File: config.mk
export PLATFORM = sky130hd
export DESIGN_NAME = ram_master
export DESIGN_NICKNAME = d
export VERILOG_FILES = /design/src/rtl/ram_pkg.sv /design/src/rtl/ram_master.sv
export SDC_FILE = /design/constraint.sdc
export NUM_CORES = 1
export LEC_CHECK = 0
export BUFFER_PORTS_ARGS = -buffer_cell sky130_fd_sc_hd__buf_2
export CAP_MARGIN = 10
export CORE_MARGIN = 4
export CORE_UTILIZATION = 50
export DETAILED_ROUTE_END_ITERATION = 12
export PLACE_DENSITY = 0.82
export SLEW_MARGIN = 10
export SYNTH_ARGS = -nofsm -noshare
export SYNTH_HDL_FRONTEND = slang
export SYNTH_SLANG_ARGS = --single-unit
File: constraint.sdc
create_clock -name clk -period 3.2 [get_ports clk]
set_clock_uncertainty 0.1 [all_clocks]
set_input_delay 0.96 -clock clk [delete_from_list [all_inputs] [get_ports clk]]
set_output_delay 0.96 -clock clk [all_outputs]
set_load 0.02 [all_outputs]
File: src/rtl/ram_pkg.sv
// ----------------------------------------------------------------------------
// ram_pkg
// Shared definitions for the latched-address RAM and its bus-side initiator.
//   RAM_AW / RAM_DW : RAM address and data widths (64 KiB x 8).
//   BURST_LEN_W     : default width of a burst-length field.
//   state_t         : ram_master FSM states.
//   len_t           : burst length, in beats minus one.
// ----------------------------------------------------------------------------
package ram_pkg;

    localparam int RAM_AW      = 16;
    localparam int RAM_DW      = 8;
    localparam int BURST_LEN_W = 4;

    typedef enum logic [1:0] {
        IDLE = 2'd0,
        ADDR = 2'd1,
        XFER = 2'd2
    } state_t;

    typedef logic [BURST_LEN_W-1:0] len_t;

endpackage : ram_pkg

File: src/rtl/ram_master.sv
// ----------------------------------------------------------------------------
// ram_master
// Bus-side initiator for the 64 KiB latched-address RAM. A host burst command
// becomes one address-latch cycle followed by one byte per clock: the RAM
// address for beat k+1 is latched in the same cycle that beat k is read or
// written.
//
// Optional build macro: RAM_MASTER_WRAP_ERR_EN
//   defined   : a burst that would run past 16'hFFFF is refused with a
//               done+err pulse the cycle after acceptance, no RAM activity.
//   undefined : addresses wrap modulo 2^16, err is tied to 0.
//
// Ports
//   clk, rst          : clock, asynchronous active-low reset
//   cmd_valid/ready   : command handshake (ready only while IDLE)
//   cmd_we/addr/len   : write/read, start address, beats minus one
//   wr_valid/data     : write byte stream; wr_ready marks consumption
//   rd_valid/data     : registered read byte stream, no backpressure
//   done, err         : end-of-burst pulse, refused-command pulse
//   busy              : FSM not IDLE
//   ram_*             : RAM address/latch/write-enable/data interface
// ----------------------------------------------------------------------------
module ram_master
    import ram_pkg::*;
#(
    parameter int LEN_W = BURST_LEN_W
) (
    input  logic              clk,
    input  logic              rst,

    input  logic              cmd_valid,
    output logic              cmd_ready,
    input  logic              cmd_we,
    input  logic [RAM_AW-1:0] cmd_addr,
    input  logic [LEN_W-1:0]  cmd_len,

    input  logic              wr_valid,
    input  logic [RAM_DW-1:0] wr_data,
    output logic              wr_ready,

    output logic              rd_valid,
    output logic [RAM_DW-1:0] rd_data,

    output logic              done,
    output logic              err,
    output logic              busy,

    output logic [RAM_AW-1:0] ram_addrs,
    output logic              ram_addrs_we,
    output logic              ram_mem_we,
    output logic [RAM_DW-1:0] ram_data_in,
    input  logic [RAM_DW-1:0] ram_data_out
);

    state_t              state_q;
    logic [RAM_AW-1:0]   cur_addr_q;
    logic [LEN_W-1:0]    count_q;
    logic                we_q;
    logic                rd_valid_q;
    logic [RAM_DW-1:0]   rd_data_q;
    logic                done_q;

    logic                accept;
    logic                beat;
    logic                last;
    logic [RAM_AW-1:0]   next_addr;

    assign cmd_ready = (state_q == IDLE);
    assign busy      = (state_q != IDLE);
    assign accept    = cmd_valid & cmd_ready;

    // A read beat happens every XFER cycle; a write beat only when a byte is offered.
    assign beat      = (state_q == XFER) && (!we_q || wr_valid);
    assign last      = (count_q == '0);
    assign next_addr = cur_addr_q + 16'd1;

    assign rd_valid  = rd_valid_q;
    assign rd_data   = rd_data_q;
    assign done      = done_q;

`ifdef RAM_MASTER_WRAP_ERR_EN
    logic              err_q;
    logic [RAM_AW:0]   end_addr;
    logic              overflow;

    // 17-bit sum: bit 16 set means the last beat would land past 16'hFFFF.
    assign end_addr = {1'b0, cmd_addr} + {{(RAM_AW + 1 - LEN_W){1'b0}}, cmd_len};
    assign overflow = end_addr[RAM_AW];
    assign err      = err_q;
`else
    assign err      = 1'b0;
`endif

    // RAM strobes are decoded from registered state plus wr_valid so that a
    // write beat and the next address latch land in the same cycle.
    always_comb begin
        // NOTE: every output gets a default first so no path leaves it unassigned (no latch).
        ram_addrs    = '0;
        ram_addrs_we = 1'b0;
        ram_mem_we   = 1'b0;
        ram_data_in  = '0;
        wr_ready     = 1'b0;
        unique case (state_q)
            ADDR: begin
                ram_addrs    = cur_addr_q;
                ram_addrs_we = 1'b1;
            end
            XFER: begin
                wr_ready = we_q;
                if (beat) begin
                    if (we_q) begin
                        ram_mem_we  = 1'b1;
                        ram_data_in = wr_data;
                    end
                    // RAM writes at the old latched address while latching the next one.
                    if (!last) begin
                        ram_addrs    = next_addr;
                        ram_addrs_we = 1'b1;
                    end
                end
            end
            default: ;
        endcase
    end

    always_ff @(posedge clk or negedge rst) begin
        if (!rst) begin
            state_q    <= IDLE;
            cur_addr_q <= '0;
            count_q    <= '0;
            we_q       <= 1'b0;
            rd_valid_q <= 1'b0;
            rd_data_q  <= '0;
            done_q     <= 1'b0;
`ifdef RAM_MASTER_WRAP_ERR_EN
            err_q      <= 1'b0;
`endif
        end else begin
            // NOTE: non-blocking throughout so every register samples pre-edge values.
            rd_valid_q <= 1'b0;
            done_q     <= 1'b0;
`ifdef RAM_MASTER_WRAP_ERR_EN
            err_q      <= 1'b0;
`endif
            unique case (state_q)
                IDLE: begin
                    if (accept) begin
                        cur_addr_q <= cmd_addr;
                        count_q    <= cmd_len;
                        we_q       <= cmd_we;
                        state_q    <= ADDR;
`ifdef RAM_MASTER_WRAP_ERR_EN
                        // Refused burst: stay idle and report on the next cycle.
                        if (overflow) begin
                            state_q <= IDLE;
                            done_q  <= 1'b1;
                            err_q   <= 1'b1;
                        end
`endif
                    end
                end
                ADDR: begin
                    state_q <= XFER;
                end
                XFER: begin
                    if (beat) begin
                        if (!we_q) begin
                            rd_data_q  <= ram_data_out;
                            rd_valid_q <= 1'b1;
                        end
                        if (last) begin
                            state_q <= IDLE;
                            done_q  <= 1'b1;
                        end else begin
                            cur_addr_q <= next_addr;
                            count_q    <= count_q - LEN_W'(1);
                        end
                    end
                end
                default: state_q <= IDLE;
            endcase
        end
    end

endmodule : ram_master

==> out/metrics.yaml, run 1 <==
vias: 2521
portBuffers: 79
syn_nets: 324
finalWorstPathRequiredPeriod_ps: 3130
io_pins: 81
synth_edf_count: 0
first_pass_iters: 5
crit_family: "buffers and inverters"
syn_inst: 277
h-tree-depth: 2
crit_path_top_delay_cell: "buf_2"
min_to: "rd_data[4]"
p_leak_nw: 1.38
hold_path.class: "register to register"
finalNetCount: 406
p_sw_mw: 1.64
avgSynthCellArea_sq_um: 8.38
cts_hold_buf: 0
period_share_pct: 97.7
yosysSeqAreaShare_pct: 35.6
grt_max_degree: 34
grt_pass1_wl_um: 11100
gp_congestion: 0.887
setup_violations: 0
wl_um: 6870
gr-total-overflow: 0
worstSkewPairLatency_ps: 290
reg2reg_to: "cur_addr_q[15]"
vdd_drop_max_mv: 0.682
fin_area_sq_mm: 0.00299
grt_pass1_vias: 2414
viasPerCell: 6.13
crit_path_start_kind: "input pin"
fillCellCount: 358
final_util_pct: 67.7
avgRoutedWirePerCell_um: 16.7
tns_ps: 0
dp_slack_ps: 61.3
syn_to_final_growth_pct: 28.8
r2r-start: "state_q[0]"
drive_above_1_share_pct: 37.0
clock-sinks: 33
end_kind: "primary output"
p_comb_share_pct: 62.2
r2r_slack_ps: 900
cts_buffers: 5
root_buffer: "clkbuf_8"
cts_buffer_depth: 2
pwr_density_cell_mw_per_mm2: 1100
rsz0062_at_grt: "yes"
drt_iter0_drc: 317
dieHeight_um: 76.2
synth_area_sq_mm: 0.00232
fmax_mhz: 320
cap_violations: 0
cp_cell_sequence: "buf_2, nor2b_1, buf_4, nor3_4, buf_2, nand2_1, a31oi_1, buf_2"
drv_slew: 0
cp_data_arrival_time_ps: 2070
start_util_pct: 52.6
cpMostUsedCell: "buf_2"
ys_types: 54
p_clk_share_pct: 11.6
drc: 0
crit_buf_inv: 4
die-area_sq_mm: 0.00580
cts_tree: "yes"
antenna_found_initial: 0
cellInternalPower_mw: 1.66
hold_violations: 0
worstRegToRegCells: 7
required_ps: 2140
post_dp_cell_area_sq_mm: 0.00277
cts.clk_slew.worst_paths_ps: 70
synth_seq_cells: 33
whs_path_depth: 1
grt_usage_pct: 22.8
swShare_pct: 49.7
min_from: "rd_data[4]"
status: "finished clean"
async_reset_ff_share_pct: 100
crit_type: "input pin to primary output"
whs_ps: 406
critPathMaxStageDelay_ps: 220
post-dp-hpwl_um: 4680
fp.dieW_um: 76.2
cp_max_fo: 8
diodes: 0
fin_ws_ps: 74.2
seq_power_share_pct: 26.2
yosys_warnings: 0
worst_slew_pin_slew_ps: 740
core_sq_mm: 0.00441
rows: 24
slew_headroom_pct: 50.7
ys.flop_type: "dfrtp_1"
drtAntennaViolNets: 0
sequential cells by signal, summed over array words and instances (netlist names):
name,count
state_q,2
count_q,4
rd_valid,1
we_q,1
rd_data,8
done,1
cur_addr_q,16
power by group through the flow:
stage | Combinational (mW) | Sequential (mW) | Clock [mW]
3_3_place_gp | 1.85 | 0.835 | 0
3_5_place_dp | 1.90 | 0.848 | 0
2_1_floorplan | 1.33 | 0.848 | 0
6_report | 2.05 | 0.864 | 0.381
5_1_grt | 2.25 | 0.898 | 0.410
4_1_cts | 1.94 | 0.838 | 0.384
worst max path at each step:
stage	start	end	slack (ps)	cells after the start
final	wr_valid	ram_addrs[11]	70	8
after global routing	cur_addr_q[1]	ram_addrs[14]	-20	6
after detailed placement	wr_valid	ram_addrs[15]	60	8
after CTS	count_q[0]	ram_addrs[3]	30	8
after global placement	wr_valid	ram_addrs[15]	90	8
after floorplan	wr_valid	ram_addrs[7]	110	4
metrics by stage:
step | total power, mW | instances
final | 3.29 | 411
after global routing | 3.56 | 411
after CTS | 3.16 | 408
after detailed placement | 2.74 | 400
after global placement | 2.69 | 400
after floorplan | 2.18 | 277
metal layers:
layer	up-vias	part of all wire (%)	GRT usage [%]
li1	1181	-	-
met1	1163	38	28.8
met2	145	50	36.5
met3	32	8.8	6.74
met4	0	2.9	8.74
met5	-	0	0
kinds of logic after synthesis:
family	synth area share [%]
other cells	0.161
mux	6.14
fa+ha+maj	3.23
compound gates	22.3
simple gates	26.8
flops	35.6
buf+inv	5.82
synthesized netlist by cell type, drive strengths merged, types with 2 or more instances:
| cell | count | area [sq um] |
|---|---|---|
| nand3b | 3 | 22.5 |
| and3 | 4 | 25.0 |
| a21oi | 25 | 129 |
| a311oi | 2 | 17.5 |
| nor2b | 3 | 18.8 |
| a2bb2oi | 3 | 26.3 |
| ha | 6 | 75.1 |
| nand2 | 28 | 105 |
| mux2i | 3 | 30.0 |
| o21ai | 22 | 110 |
| nor2 | 13 | 51.3 |
| o22ai | 7 | 43.8 |
| a21boi | 2 | 15.0 |
| or4 | 2 | 18.8 |
| inv | 12 | 45.0 |
| clkbuf | 7 | 26.3 |
| a31oi | 9 | 56.3 |
| nand4 | 9 | 71.3 |
| nor3 | 8 | 45.0 |
| o311a | 3 | 30.0 |
| and2 | 12 | 75.1 |
| nand2b | 7 | 43.8 |
| dfrtp | 33 | 826 |
| mux2 | 10 | 113 |
| nor4 | 4 | 25.0 |
| and4 | 2 | 17.5 |
| nand3 | 10 | 55.1 |
| buf | 11 | 63.8 |
worst reg2reg max path, cell delays in order, from the launching register on:
cell,delay (ps)
dfrtp_1,400
inv_2,80
ha_4,190
buf_4,180
nand4bb_1,180
and4_1,640
o22ai_1,150
a311oi_1,260
cell usage in the layout, fill, tap and decap left out, types with 2 or more instances in the layout:
cell type | netlist | routed
a21boi_0 | 2 | 2
nor3_1 | 7 | 6
nand3_2 | 1 | 2
a21oi_1 | 24 | 24
mux2i_1 | 3 | 3
o311a_1 | 3 | 3
inv_1 | 12 | 8
ha_4 | 0 | 2
and2_1 | 12 | 12
a2bb2oi_1 | 3 | 3
nand4_1 | 8 | 8
a31oi_1 | 9 | 9
nand2_1 | 28 | 28
nand3_1 | 9 | 7
nor4_2 | 0 | 2
buf_2 | 6 | 80
o21ai_0 | 22 | 21
and4_1 | 2 | 2
nand2b_1 | 7 | 7
and3_1 | 4 | 4
nand3b_1 | 3 | 3
buf_4 | 2 | 11
mux2_2 | 10 | 10
dfrtp_1 | 33 | 32
inv_2 | 0 | 4
nor4_1 | 4 | 2
a311oi_1 | 2 | 2
nor2_1 | 12 | 12
o22ai_1 | 7 | 7
buf_6 | 1 | 2
nor2b_1 | 3 | 3
clkbuf_8 | 0 | 5
ha_1 | 6 | 3
what timing repair did:
action | 4_1_cts | 5_1_grt
resized for setup | 4 | 19
setup endpoints to repair | 7 | 13
setup buffers | 1 | 2
cloned | 0 | 1
pin swaps | 0 | 3
layout make-up:
| type | instances | area (sq um) | area share, % |
|---|---|---|---|
| inverters | 12 | 45.0 | 1.51 |
| multi-input cells | 214 | 1440 | 48.3 |
| clock buffers | 5 | 68.8 | 2.30 |
| well taps | 52 | 65.1 | 2.18 |
| repair buffers | 93 | 505 | 16.9 |
| clock inverters | 2 | 35.0 | 1.17 |
| flip-flops and latches | 33 | 827 | 27.7 |
Power figures use the tool's default switching activity.
==> inputs of run 2 (changes only) <==
--- a/config.mk
+++ b/config.mk
@@ -10,6 +10,7 @@
 export CORE_MARGIN = 4
 export CORE_UTILIZATION = 50
 export DETAILED_ROUTE_END_ITERATION = 12
+export MAX_ROUTING_LAYER = met4
 export PLACE_DENSITY = 0.82
 export SLEW_MARGIN = 10
 export SYNTH_ARGS = -nofsm -noshare
==> out/metrics.yaml, run 2 (synthesis gave the netlist of run 1 again) <==
cap_violations: 0
largest_reg_flops: 16
placedCellCount: 400
period_share_pct: 97.8
portBuffers: 79
diodes: 0
worstRegToRegCells: 8
drtAntennaViolNets: 0
p_sw_mw: 1.65
dp_slack_ps: 61.3
seq_power_share_pct: 26.2
fin_ws_ps: 71.3
power_mw: 3.31
fp.dieW_um: 76.2
rows: 24
cellInternalPower_mw: 1.66
end_kind: "primary output"
min_from: "rd_data[4]"
setup_violations: 0
hold_violations: 0
dieHeight_um: 76.2
syn_to_final_growth_pct: 28.9
gp_congestion: 0.902
drt_iter0_drc: 315
worst_slew_pin_slew_ps: 753
regMostFlops: "cur_addr_q"
grt_pass1_wl_um: 11100
fin_area_sq_mm: 0.00299
seq_area_sq_um: 828
cp_data_arrival_time_ps: 2070
cts_buffers: 5
r2r_slack_ps: 890
grt_usage_pct: 23.5
vias: 2509
vdd_drop_max_mv: 0.682
min_to: "rd_data[4]"
pwr_density_cell_mw_per_mm2: 1110
hold_path.class: "register to register"
crit_path_start_kind: "input pin"
post_dp_cell_area_sq_mm: 0.00277
fmax_mhz: 320
first_pass_iters: 5
antenna_found_initial: 0
finalWorstPathRequiredPeriod_ps: 3130
start_util_pct: 52.6
wl_um: 6950
cts.clk_slew.worst_paths_ps: 70
reg2reg_to: "cur_addr_q[10]"
required_ps: 2140
grt_max_degree: 34
viasPerCell: 6.10
drv_slew: 0
h-tree-depth: 2
fillCellCount: 357
r2r-start: "state_q[0]"
avgRoutedWirePerCell_um: 16.9
p_comb_share_pct: 62.3
cts_hold_buf: 0
status: "finished clean"
clock-sinks: 33
swShare_pct: 49.9
core_sq_mm: 0.00441
cts_tree: "yes"
post-dp-hpwl_um: 4680
drc: 0
instances_no_fill: 411
mostFrequentLayoutCells: "80 x buf_2, 31 x dfrtp_1, 28 x nand2_1"
whs_path_depth: 1
io_pins: 81
multi_input_area_sq_mm: 0.00145
p_leak_nw: 1.38
die-area_sq_mm: 0.00580
p_clk_share_pct: 11.5
drive_above_1_share_pct: 37.6
finalNetCount: 406
gr-total-overflow: 0
rsz0062_at_grt: "yes"
cts_buffer_depth: 2
cp_max_fo: 7
tns_ps: 0
layout_commonest_cell: "buf_2"
slew_headroom_pct: 49.8
worstSkewPairLatency_ps: 290
crit_type: "input pin to primary output"
root_buffer: "clkbuf_8"
grt_pass1_vias: 2411
-- run 2: cell count changes in the layout (fill, tap and decap cells not counted) --
cell,delta
and3_1,-1
and3_2,+1
dfrtp_1,-1
dfrtp_2,+1
-- run 2: what timing repair did --
action	CTS	global route
setup endpoints to repair	7	13
pin swaps	0	3
gates cloned	0	1
setup buffers	1	2
gates resized for setup	4	21
-- run 2: critical path, stage by stage --
cell,delay [ps]
buf_2,110
nor2b_1,190
nor3_2,60
buf_4,170
and2_1,140
o311a_1,270
buf_2,160
-- run 2: layout make-up --
type	instances	area share (%)
multi-input combinational	214	48.3
clock inverter	2	1.17
inverter	12	1.51
timing repair buffer	93	16.9
clock buffer	5	2.30
sequential	33	27.7
tap	52	2.17
-- run 2: how the worst max path moves through the flow --
stage | start | end
finish | wr_valid | ram_addrs[3]
global route | cur_addr_q[1] | ram_addrs[14]
floorplan | wr_valid | ram_addrs[7]
CTS | count_q[0] | ram_addrs[3]
global placement | wr_valid | ram_addrs[15]
detailed placement | wr_valid | ram_addrs[15]
-- run 2: layer usage --
| metal | global-route usage (%) | wire, um | vias up |
|---|---|---|---|
| met1 | 29.2 | 2750 | 1171 |
| met3 | 6.38 | 529 | 27 |
| met4 | 8.74 | 209 | 0 |
| met2 | 36.4 | 3470 | 127 |
| met5 | - | 0 | - |
| li1 | - | - | 1184 |
-- run 2: power groups by stage --
stage,sequential [mW],combinational (mW),clock [mW]
after global placement,0.835,1.85,0
after global routing,0.900,2.26,0.410
after CTS,0.838,1.94,0.384
after detailed placement,0.848,1.90,0
final,0.866,2.06,0.381
after floorplan,0.848,1.33,0
-- run 2: through the flow --
stage          util [%]  hold slack, ps
6_report           67.8             406
4_1_cts            65.7             410
3_3_place_gp       62.7             385
3_5_place_dp       62.7             395
5_1_grt            67.8             434
2_1_floorplan         -             373
==> inputs of run 3 (changes only) <==
--- a/config.mk
+++ b/config.mk
@@ -10,8 +10,10 @@
 export CORE_MARGIN = 4
 export CORE_UTILIZATION = 50
 export DETAILED_ROUTE_END_ITERATION = 12
+export HOLD_SLACK_MARGIN = 0.1
 export MAX_ROUTING_LAYER = met4
 export PLACE_DENSITY = 0.82
+export REMOVE_ABC_BUFFERS = 1
 export SLEW_MARGIN = 10
 export SYNTH_ARGS = -nofsm -noshare
 export SYNTH_HDL_FRONTEND = slang
==> out/metrics.yaml, run 3 (synthesis gave the netlist of run 1 again) <==
status: "finished clean"
avgRoutedWirePerCell_um: 17.5
setup_violations: 0
diodes: 0
largest_reg_flops: 16
grt_max_degree: 42
portBuffers: 79
final_util_pct: 69.6
cp_max_fo: 6
viasPerCell: 6.08
finalWorstPathRequiredPeriod_ps: 3150
hold_path.class: "register to register"
cpMostUsedCell: "buf_4"
fp.dieW_um: 76.2
h-tree-depth: 2
dieHeight_um: 76.2
drv_slew: 0
die-area_sq_mm: 0.00580
period_share_pct: 98.6
cp_data_arrival_time_ps: 2090
first_pass_iters: 7
fillCellCount: 354
syn_to_final_growth_pct: 32.4
crit_path_top_delay_cell: "dfrtp_1"
wl_um: 7250
regMostFlops: "cur_addr_q"
end_kind: "primary output"
required_ps: 2140
hold_violations: 0
grt_pass1_vias: 2389
layout_commonest_cell: "buf_2"
root_buffer: "clkbuf_8"
gr-total-overflow: 0
crit_type: "register to primary output"
cap_violations: 0
gp_congestion: 0.914
mostFrequentLayoutCells: "75 x buf_2, 31 x dfrtp_1, 27 x nand2_1"
crit_path_start_kind: "register"
core_sq_mm: 0.00441
worst_slew_pin_slew_ps: 762
worstSkewPairLatency_ps: 300
cts.clk_slew.worst_paths_ps: 70
antenna_found_initial: 0
vias: 2518
io_pins: 81
cts_buffers: 5
cts_hold_buf: 0
drt_iter0_drc: 334
cts_buffer_depth: 2
critPathMaxStageDelay_ps: 390
cts_tree: "yes"
finalNetCount: 408
vdd_drop_max_mv: 0.663
drive_above_1_share_pct: 37.6
pwr_density_cell_mw_per_mm2: 1100
post-dp-hpwl_um: 4860
drtAntennaViolNets: 0
slew_headroom_pct: 49.2
drc: 0
start_util_pct: 52.6
clock-sinks: 33
placedCellCount: 400
instances_no_fill: 414
grt_usage_pct: 23.4
cp_cell_sequence: "inv_2, ha_4, nor3b_4, buf_4, nor3_4, buf_4, a41oi_1, a31oi_1, buf_4"
rows: 24
grt_pass1_wl_um: 11100
p_leak_nw: 1.41
fmax_mhz: 317
-- run 3: cell types whose count changed in the layout (fill, tap and decap cells not counted), sizes merged --
cell / delta
clkinv: +1
clkbuf: +3
bufinv: -1
-- run 3: area by class of cell --
cell class	count	area (sq um)	share of cell area, %
Sequential cell	33	828	26.9
Timing Repair Buffer	95	581	18.9
Tap cell	52	65.1	2.12
Clock inverter	2	13.8	0.448
Inverter	12	45.0	1.47
Clock buffer	6	82.6	2.69
Multi-Input combinational cell	214	1460	47.5
-- run 3: through the flow --
step	setup TNS, ps	setup WS [ps]	hold slack, ps	power [mW]	area, sq um
after floorplan	-5760	-662	373	2.11	2230
after global placement	-380	-170	385	2.68	2770
after detailed placement	-372	-172	390	2.75	2770
after CTS	-0.421	-0.421	407	3.15	2910
after global routing	-27.9	-15.6	424	3.61	3070
final	0	45.2	407	3.38	3070
-- run 3: worst max-delay path: cells and delay by family, from the launching register on --
kind                       cells  cell delay [ps]
adders and majority gates      1              170
and+or+nand+nor                2              340
AOI/OAI and AO/OA              2              340
DFF                            1              390
buffers and inverters          4              570
-- run 3: report_power, final --
group | internal (mW) | leakage, nW | switching, mW
clock network | 0.174 | 0.0512 | 0.169
registers | 0.619 | 0.379 | 0.262
logic | 0.885 | 0.980 | 1.27
-- run 3: layer usage --
layer	track usage [%]	routed length, um	up-vias
met5	-	0	-
li1	-	-	1183
met2	39.0	3660	106
met1	28.5	2970	1208
met4	6.47	138	0
met3	5.08	484	21
-- run 3: worst paths after layout --
check                      slack, ps  cells past startpoint        endpoint        from
max reg2reg                      870                      8      count_q[3]  state_q[0]
min in group asynchronous        620                      1  cur_addr_q[15]         rst
min reg2reg                      410                      1      rd_data[3]  rd_data[3]
max                               50                      9    ram_addrs[9]  count_q[0]
min                              410                      1      rd_data[3]  rd_data[3]
max in group asynchronous       1830                      1   cur_addr_q[0]         rst
-- run 3: timing repair --
action | in CTS | in global routing
buffers inserted | 0 | 5
resized for setup | 11 | 24
pin swaps | 0 | 2
endpoints found under the setup margin | 17 | 12
gates cloned | 0 | 2
